`config.mk`:
```
export PLATFORM = sky130hd
export DESIGN_NAME = nlp_update_gen
export DESIGN_NICKNAME = d
export VERILOG_FILES = /design/src/rtl/nlp_pkg.sv /design/src/rtl/nlp_upd_fifo.sv /design/src/rtl/nlp_update_gen.sv
export SDC_FILE = /design/constraint.sdc
export NUM_CORES = 1
export LEC_CHECK = 0
export CELL_PAD_IN_SITES_DETAIL_PLACEMENT = 0
export CELL_PAD_IN_SITES_GLOBAL_PLACEMENT = 2
export CORE_MARGIN = 8
export CORE_UTILIZATION = 38
export CTS_CLUSTER_SIZE = 28
export DETAILED_ROUTE_END_ITERATION = 8
export PLACE_DENSITY = 0.92
export SYNTH_ARGS = -nofsm -noshare
export SYNTH_HDL_FRONTEND = slang
export SYNTH_SLANG_ARGS = --single-unit
```
`constraint.sdc`:
```
create_clock -name clk -period 3.7 [get_ports clk]
set_clock_uncertainty 0.15 [all_clocks]
set_input_delay 0.555 -clock clk [delete_from_list [all_inputs] [get_ports clk]]
set_output_delay 0.555 -clock clk [all_outputs]
set_load 0.005 [all_outputs]
```
`src/rtl/nlp_pkg.sv`:
```
// Shared types and helpers for the next-line-predictor update path.
// Request bundle, bimodal constants and per-instr classification.
package nlp_pkg;

   localparam logic [1:0] BIM_STRONG_NT    = 2'b00;
   localparam logic [1:0] BIM_WEAK_TAKEN   = 2'b10;
   localparam logic [1:0] BIM_STRONG_TAKEN = 2'b11;

   typedef struct packed {
      logic [31:0] pc;
      logic [31:0] target;
      logic [1:0]  bim;
      logic        should_take;
   } nlp_upd_req_t;

   typedef enum logic [1:0] {
      CLS_SKIP,
      CLS_ALLOC,
      CLS_TRAIN
   } nlp_cls_e;

   // Decide whether a retired instr needs an NLP write at all.
   function automatic nlp_cls_e classify(
      input logic        hit,
      input logic        taken,
      input logic [1:0]  bim,
      input logic [31:0] target,
      input logic [31:0] pred_target
   );
      nlp_cls_e cls;
      cls = CLS_TRAIN;
      if (!hit) begin
         cls = taken ? CLS_ALLOC : CLS_SKIP;
      end else if (taken && bim == BIM_STRONG_TAKEN
                   && target == pred_target) begin
         cls = CLS_SKIP;
      end else if (!taken && bim == BIM_STRONG_NT) begin
         cls = CLS_SKIP;
      end
      return cls;
   endfunction

endpackage

```
`src/rtl/nlp_upd_fifo.sv`:
```
// Two-write / one-read FIFO of NLP update requests.
// Head pops every non-empty cycle; tail entry exposed for in-place overwrite.
module nlp_upd_fifo
   import nlp_pkg::*;
#(
   parameter int DEPTH = 8
) (
   input  logic                       clk,
   input  logic                       rst_n,
   input  logic                       wr0_en,
   input  nlp_upd_req_t               wr0_data,
   input  logic                       wr1_en,
   input  nlp_upd_req_t               wr1_data,
   input  logic                       ovw_en,
   input  nlp_upd_req_t               ovw_data,
   output logic [$clog2(DEPTH):0]     count,
   output logic [$clog2(DEPTH)-1:0]   tail_idx,
   output nlp_upd_req_t               head,
   output nlp_upd_req_t               tail_ent
);

   localparam int PW = $clog2(DEPTH);
   localparam int CW = PW + 1;

   nlp_upd_req_t   mem_q [DEPTH];
   nlp_upd_req_t   mem_d [DEPTH];
   logic [PW-1:0]  head_q, head_d;
   logic [PW-1:0]  tail_q, tail_d;
   logic [CW-1:0]  count_q, count_d;
   logic           pop;

   // Next-state: optional tail overwrite, up to two pushes, one pop.
   always_comb begin
      mem_d   = mem_q;
      pop     = (count_q != '0);
      if (ovw_en) begin
         mem_d[tail_q - PW'(1)] = ovw_data;
      end
      if (wr0_en) begin
         mem_d[tail_q] = wr0_data;
      end
      if (wr1_en) begin
         mem_d[tail_q + PW'(1)] = wr1_data;
      end
      tail_d  = tail_q + PW'(wr0_en) + PW'(wr1_en);
      head_d  = head_q + PW'(pop);
      count_d = count_q + CW'(wr0_en) + CW'(wr1_en) - CW'(pop);
   end

   // State registers; storage cleared so outputs read zero after reset.
   always_ff @(posedge clk or negedge rst_n) begin
      if (!rst_n) begin
         for (int i = 0; i < DEPTH; i++) begin
            mem_q[i] <= '0;
         end
         head_q  <= '0;
         tail_q  <= '0;
         count_q <= '0;
      end else begin
         for (int i = 0; i < DEPTH; i++) begin
            mem_q[i] <= mem_d[i];
         end
         head_q  <= head_d;
         tail_q  <= tail_d;
         count_q <= count_d;
      end
   end

   assign count    = count_q;
   assign tail_idx = tail_q - PW'(1);
   assign head     = mem_q[head_q];
   assign tail_ent = mem_q[tail_q - PW'(1)];

endmodule

```
`src/rtl/nlp_update_gen.sv`:
```
// Commit-side NLP training update generator: classify, queue, drain 1/cycle.
// Optional NLP_UPD_COALESCE_EN merges same-PC requests instead of queueing.
module nlp_update_gen
   import nlp_pkg::*;
#(
   parameter int DEPTH  = 8,
   parameter int DROP_W = 16
) (
   input  logic              clk,
   input  logic              rst_n,
   input  logic [1:0]        cmt_valid,
   input  logic [1:0][31:0]  cmt_pc,
   input  logic [1:0]        cmt_taken,
   input  logic [1:0][31:0]  cmt_target,
   input  logic [1:0]        cmt_pred_hit,
   input  logic [1:0][1:0]   cmt_pred_bim,
   input  logic [1:0][31:0]  cmt_pred_target,
   output logic              upd_valid,
   output logic [31:0]       upd_pc,
   output logic [31:0]       upd_target,
   output logic [1:0]        upd_bim,
   output logic              upd_should_take,
   output logic [DROP_W-1:0] drop_cnt
);

   localparam int CW = $clog2(DEPTH) + 1;

   nlp_upd_req_t      cand [2];
   logic [1:0]        cand_v;
   nlp_upd_req_t      l0, l1, ovw_data, head, tail_ent;
   logic              l0_v, l1_v, ovw_en;
   logic              wr0_en, wr1_en, drop;
   logic [CW-1:0]     count, cap;
   logic [CW-2:0]     tail_idx;
   logic [DROP_W-1:0] drop_q, drop_d;

   // Per-slot classification into a candidate request.
   always_comb begin
      for (int i = 0; i < 2; i++) begin
         nlp_cls_e cls;
         cls = classify(cmt_pred_hit[i], cmt_taken[i],
                        cmt_pred_bim[i], cmt_target[i],
                        cmt_pred_target[i]);
         cand_v[i] = cmt_valid[i] && (cls != CLS_SKIP);
         cand[i]   = '{pc:          cmt_pc[i],
                       target:      cmt_target[i],
                       bim:         BIM_WEAK_TAKEN,
                       should_take: 1'b1};
         if (cls == CLS_TRAIN) begin
            cand[i].target      = cmt_taken[i] ? cmt_target[i]
                                               : cmt_pred_target[i];
            cand[i].bim         = cmt_pred_bim[i];
            cand[i].should_take = cmt_taken[i];
         end
      end
   end

   // Compact candidates, optionally coalesce, then fit into free space.
   always_comb begin
      logic [1:0] cv;
      cv       = cand_v;
      ovw_en   = 1'b0;
      ovw_data = cand[0];
`ifdef NLP_UPD_COALESCE_EN
      if (cv[0] && cv[1] && cand[0].pc == cand[1].pc) begin
         cv[0] = 1'b0;
      end
`endif
      l0_v = |cv;
      l0   = cv[0] ? cand[0] : cand[1];
      l1_v = &cv;
      l1   = cand[1];
`ifdef NLP_UPD_COALESCE_EN
      // Tail entry is safe to rewrite only if it is not the head leaving now.
      if (l0_v && count > CW'(1) && l0.pc == tail_ent.pc) begin
         ovw_en   = 1'b1;
         ovw_data = l0;
         l0_v     = l1_v;
         l0       = l1;
         l1_v     = 1'b0;
      end
`endif
      cap    = CW'(DEPTH) - count + CW'(count != '0);
      wr0_en = l0_v;
      wr1_en = l1_v && (cap >= CW'(2));
      drop   = l1_v && (cap < CW'(2));
   end

`ifndef NLP_UPD_COALESCE_EN
   logic unused_tail;
   assign unused_tail = ^{tail_ent, tail_idx};
`else
   logic unused_tail;
   assign unused_tail = ^tail_idx;
`endif

   nlp_upd_fifo #(
      .DEPTH (DEPTH)
   ) u_fifo (
      .clk      (clk),
      .rst_n    (rst_n),
      .wr0_en   (wr0_en),
      .wr0_data (l0),
      .wr1_en   (wr1_en),
      .wr1_data (l1),
      .ovw_en   (ovw_en),
      .ovw_data (ovw_data),
      .count    (count),
      .tail_idx (tail_idx),
      .head     (head),
      .tail_ent (tail_ent)
   );

   // Saturating count of requests lost to a full queue.
   always_comb begin
      drop_d = drop_q;
      if (drop && drop_q != '1) begin
         drop_d = drop_q + DROP_W'(1);
      end
   end

   // Drop counter register.
   always_ff @(posedge clk or negedge rst_n) begin
      if (!rst_n) begin
         drop_q <= '0;
      end else begin
         drop_q <= drop_d;
      end
   end

   assign drop_cnt        = drop_q;
   assign upd_valid       = (count != '0);
   assign upd_pc          = head.pc;
   assign upd_target      = head.target;
   assign upd_bim         = head.bim;
   assign upd_should_take = head.should_take;

endmodule

```
**Word-level counts from Yosys, hierarchy flattened**

Index checks and enable logic that the tools add are counted.

- Output and inout bits: 84
- Flip-flop bits (word level): 562
- Word-level logic and storage cells: 109
- Input port bits: 204

- Multiplexer cells: 24
- Add/sub/neg operators: 10
- Bitwise operators: 3
- $lt $le $gt $ge: 7
- Reduce and logical (&&, ||, !) cells: 22
- Equality and inequality tests: 7

Operators with widths:

| kind | number |
|---|---|
| bitwise mux 536 bit | 2 |
| 2-to-1 mux 536 bit | 2 |
| demux 67 bit (select 3 bit) | 2 |
| 2-to-1 mux 67 bit | 5 |
| binary-select mux 67 bit (select 3 bit) | 1 |
| 2-to-1 mux 35 bit | 2 |
| equality test 32 bit | 2 |
| 2-to-1 mux 32 bit | 2 |
| adder 16 x 1 -> 16 bit (second input constant) | 1 |
| inequality test 16 bit (second input constant) | 1 |
| logical AND 1 bit | 13 |
| adder 4 x 1 -> 4 bit | 3 |
| greater-or-equal comparator 4 bit (second input constant) | 3 |
| 2-to-1 mux 2 bit | 6 |
| inverter 3 -> 4 bit | 3 |
| adder 3 x 1 -> 3 bit | 3 |
| equality test 2 bit (second input constant) | 4 |
| less-than comparator 4 x 1 -> 1 bit (second input constant) | 2 |
| greater-or-equal comparator 4 x 2 -> 1 bit (second input constant) | 1 |
| zero test 2 bit | 2 |
| less-than comparator 4 x 2 -> 1 bit (second input constant) | 1 |
| nonzero test 2 bit | 2 |
| nonzero test 4 bit | 1 |
| subtractor 4 x 1 -> 4 bit | 1 |
| other kinds (6) | 8 |

**Logic depth before layout (Yosys ltp)**

- Word-level depth: 12
- Mapped depth: 18
- Depth with buffers taken out: 17

**By module**

Synthesis repeated with hierarchy kept, for this count alone.

- Cell total of the unflattened synthesis: 3,847
- Area, all modules: 39,146.3 µm²

Modules (own cells, without submodules):

| module | seq. area each (µm²) | times used | cells an instance | area an instance (µm²) |
|---|---|---|---|---|
| nlp_upd_fifo | 13,663.1 | 1 | 3,290 | 35,642.9 |
| nlp_update_gen | 400.4 | 1 | 557 | 3,503.4 |

**Worst setup path after synthesis**

OpenSTA, ideal clock, no wires.

- Path type: reg-to-reg
- From: register u_fifo.count_q[2], in the netlist u_fifo.count[2]
- To: register u_fifo.mem_q[469] (netlist bit)
- Arrival time: 3.119 ns
- Path slack: 0.288 ns
- Period minus slack after synthesis: 3.412 ns
- Required time: 3.407 ns
- Buffers on the path: 3
- Cell stages (with the launch flop): 16
- Library setup time: 0.143 ns
- Path through: dfrtp_1 > inv_1 > ha_1 > and3_1 > ha_1 > inv_1 > ha_1 > xnor2_1 > or3_1 > a21o_1 > nand3_1 > clkbuf_1 > nor4_1 > clkbuf_1 > clkbuf_1 > a22oi_1

RTL lines:

| element | line | source |
|---|---|---|
| from (decl) | nlp_upd_fifo.sv:29 | `logic [CW-1:0] count_q, count_d;` |
| from (signal assigned) | nlp_upd_fifo.sv:65 | `count_q <= count_d;` |
| to (signal, indexed assignment) | nlp_upd_fifo.sv:61 | `mem_q[i] <= mem_d[i];` |
| to (decl) | nlp_upd_fifo.sv:25 | `nlp_upd_req_t mem_q [DEPTH];` |

**Final worst setup path**

- From: register u_fifo.head_q[0]
- To: output port upd_target[16]

- Cells in the longest elaborated chain, start to end: 4

Ends and longest elaborated chain:

| element | line | source |
|---|---|---|
| from (decl) | nlp_upd_fifo.sv:27 | `logic [PW-1:0] head_q, head_d;` |
| from (signal assigned) | nlp_upd_fifo.sv:56 | `head_q <= '0;` |
| from (signal assigned) | nlp_upd_fifo.sv:63 | `head_q <= head_d;` |
| inverter 3 -> 4 bit (not written as such) | nlp_upd_fifo.sv:71 | `assign head = mem_q[head_q];` |
| binary-select mux 67 bit (select 3 bit) | nlp_upd_fifo.sv:71 |  |
| 2-to-1 mux 67 bit (not written as such) (2 in a row) | nlp_upd_fifo.sv:71 |  |
| to (decl) | nlp_update_gen.sv:20 | `output logic [31:0] upd_target,` |

No other way between the ends. The select of a mux whose other input is x is not followed.

==> impl_metrics.toml <==
[global_route]
grt_pass1_vias = 26700
grt_overflow = 0
grt_usage = 0.235
grt_max_degree = 82
grt_pass1_wl_um = 172000
antenna_found_initial = 4

[placement]
dp_cells = 4556
gp_congestion = 0.857
placed_area_um2 = 38000
port_buffers = 287
hpwl_um = 73800
place_ws_ps = -964

[critical_path]
cp-startpoint = "u_fifo.head_q[0]"
cp_max_fo = 32
crit_path_start_kind = "register"
critPathKind = "reg2out"
critical_path_arrival_ps = 2990
r2r_setup_slack_ps = 230
reg2reg_from = "u_fifo.count[2]"
required_ps = 2990
cp-end-kind = "output port"

[layout]
drive_above_1_share = 0.170
final_cells = 4684
syn_to_final_growth_pct = 25.0
final_cell_mix = "559 x dfrtp_1, 545 x o21ai_0, 544 x nand2_1, 435 x mux2i_1, 284 x clkdlybuf4s50_1"
fin_area_um2 = 40500
layout_commonest_cell = "dfrtp_1"
nets = 3705

[power_and_ir_drop]
p_per_area_nw_per_um2 = 826
p_leak_uw = 0.0170
irDropWorstVdd_uv = 446

[route]
routed_wirelength_um = 114000
wl_per_cell_um = 24.3
vias_per_cell = 5.58
ant_nets = 0
dr.pass1.iters = 7
drc_errors = 0
drtIter0Drc = 2347
dr_total_vias = 26100

[yosys]
synth-main-ff-cell = "dfrtp_1"
synth_cell_types = 48
syn_inst = 3199
synth-seq-cells = 562
synth_area_um2 = 32300
synthArstFlopShare = 1.00
synth-warning-count = 0
synthesis.nets = 3418
avgSynthCellArea_um2 = 10.1
ys_seq_area_frac = 0.435
synth_edf_count = 0

[clock_network]
cts_tree = "yes"
clk_latency_ps = 610
path_clk_slew_ps = 60
cts_buffers = 66
cts-root-buf = "clkbuf_16"
htree_levels = 3
clkSinkCount = 562
clockBufferDepth = 3

[sta]
fmax_mhz = 271
fin_ws_ps = 5.78
max_slew_margin = 0.434
setup_tns_ps = 0
slew_violations = 0
rsz0062_at_grt = "yes"
tightestPinTransition_ps = 841
final_hold_viol_count = 0
setup_violations = 0
hold_slack_ps = 293
period_share = 0.998
finalCriticalPeriod_ps = 3690

[floorplan]
rows = 107
start_util = 0.382
die_h_um = 308
die_x_um = 308
io_pins = 288
coreArea_um2 = 84700
die-area_um2 = 94700

[job]
cap_violations = 0

[status]
status = "finished, final reports clean"

[hold_path]
holdCritPathClass = "in2async"
[power by group]
group	switching, uW	internal [uW]	leakage, uW
Combinational	7320	8240	0.00917
Sequential	1770	9270	0.00667
Clock	2730	4080	0.00112
Total	11800	21600	0.0170
[per-layer routing]
layer | vias up | share of wire | track usage
met5 | - | 0.00011 | 0
met4 | 2 | 0.029 | 0.0708
met3 | 186 | 0.061 | 0.0399
met2 | 952 | 0.48 | 0.382
met1 | 13000 | 0.43 | 0.320
li1 | 11900 | - | -
[worst max-delay path, stage by stage (launching register included)]
cell and delay (ps):
dfrtp_4 610, buf_12 330, mux4_2 550, mux2_2 300, clkdlybuf4s50_1 560
[cell type report]
cell class                      count  area, um^2
Multi-Input combinational cell   2330       17100
Clock buffer                      102        2030
Tap cell                         1144        1430
Timing Repair Buffer              507        5510
Antenna cell                        3        7.51
Clock inverter                     17         240
Sequential cell                   562       14100
Inverter                           19        71.3
Fill cell                        7707       44300
[flip-flops by register name (all words and copies together) (netlist names)]
register	count
u_fifo.tail_q	3
u_fifo.count	4
u_fifo.head_q	3
drop_cnt	16
u_fifo.mem_q	536
[metrics by stage]
step,util,total power [uW]
global placement,0.448,26100
floorplan,-,19900
finish,0.477,33400
CTS,0.476,33500
global route,0.477,35300
detailed placement,0.448,26500
[worst paths after layout]
kind,end,depth (start not counted)
min in group clk,drop_cnt[11],1
setup reg to reg,u_fifo.count[2],15
max in group asynchronous,u_fifo.mem_q[452],4
hold reg to reg,drop_cnt[11],1
hold / removal,u_fifo.mem_q[81],2
setup / recovery,upd_target[16],4
[cells by family after synthesis]
family,synth area share
simple gates,0.0977
compound gates,0.118
mux,0.274
flops,0.435
buf+inv,0.0452
xor+xnor,0.0236
fa+ha+maj,0.00650
[cell usage after synthesis, types with 2 or more instances]
master    instances  area share
buf_6            29       0.010
buf_1            49      0.0057
ha_1             12      0.0046
nor3_1            5     0.00077
mux2i_1         435        0.13
mux2_1           27      0.0094
o21a_1            4     0.00093
nand2_1         544       0.063
mux4_2          134       0.093
xor2_1           35      0.0095
nand2b_1          2     0.00039
buf_4            11      0.0026
clkbuf_4          3     0.00070
nand2_2           2     0.00039
nand3_1          18      0.0028
buf_2            23      0.0036
a21oi_1          39      0.0060
inv_1            19      0.0022
dfrtp_1         562        0.43
fa_1              3      0.0019
or4_1             4     0.00093
nor2b_1           2     0.00039
nor4_1           18      0.0035
and2_1            2     0.00039
a31oi_1          33      0.0064
o21ai_1         117       0.018
a21o_1            2     0.00046
nand4_1          21      0.0041
clkbuf_1        172       0.020
and3_1            8      0.0015
nor2_1          143       0.017
xnor2_1          52       0.014
o21ai_0         545       0.084
and4_1            2     0.00054
a22oi_1           5      0.0012
mux2_2          105       0.037
[what timing repair did]
item | in CTS | in global routing
hold buffers | 1 | 0
endpoints found under the setup margin | 602 | 271
gates cloned | 0 | 1
pin swaps | 0 | 2
resized for setup | 10 | 12
hold endpoints to repair | 36 | 0
setup buffers | 1 | 3
(Power assumes the default switching activity.)
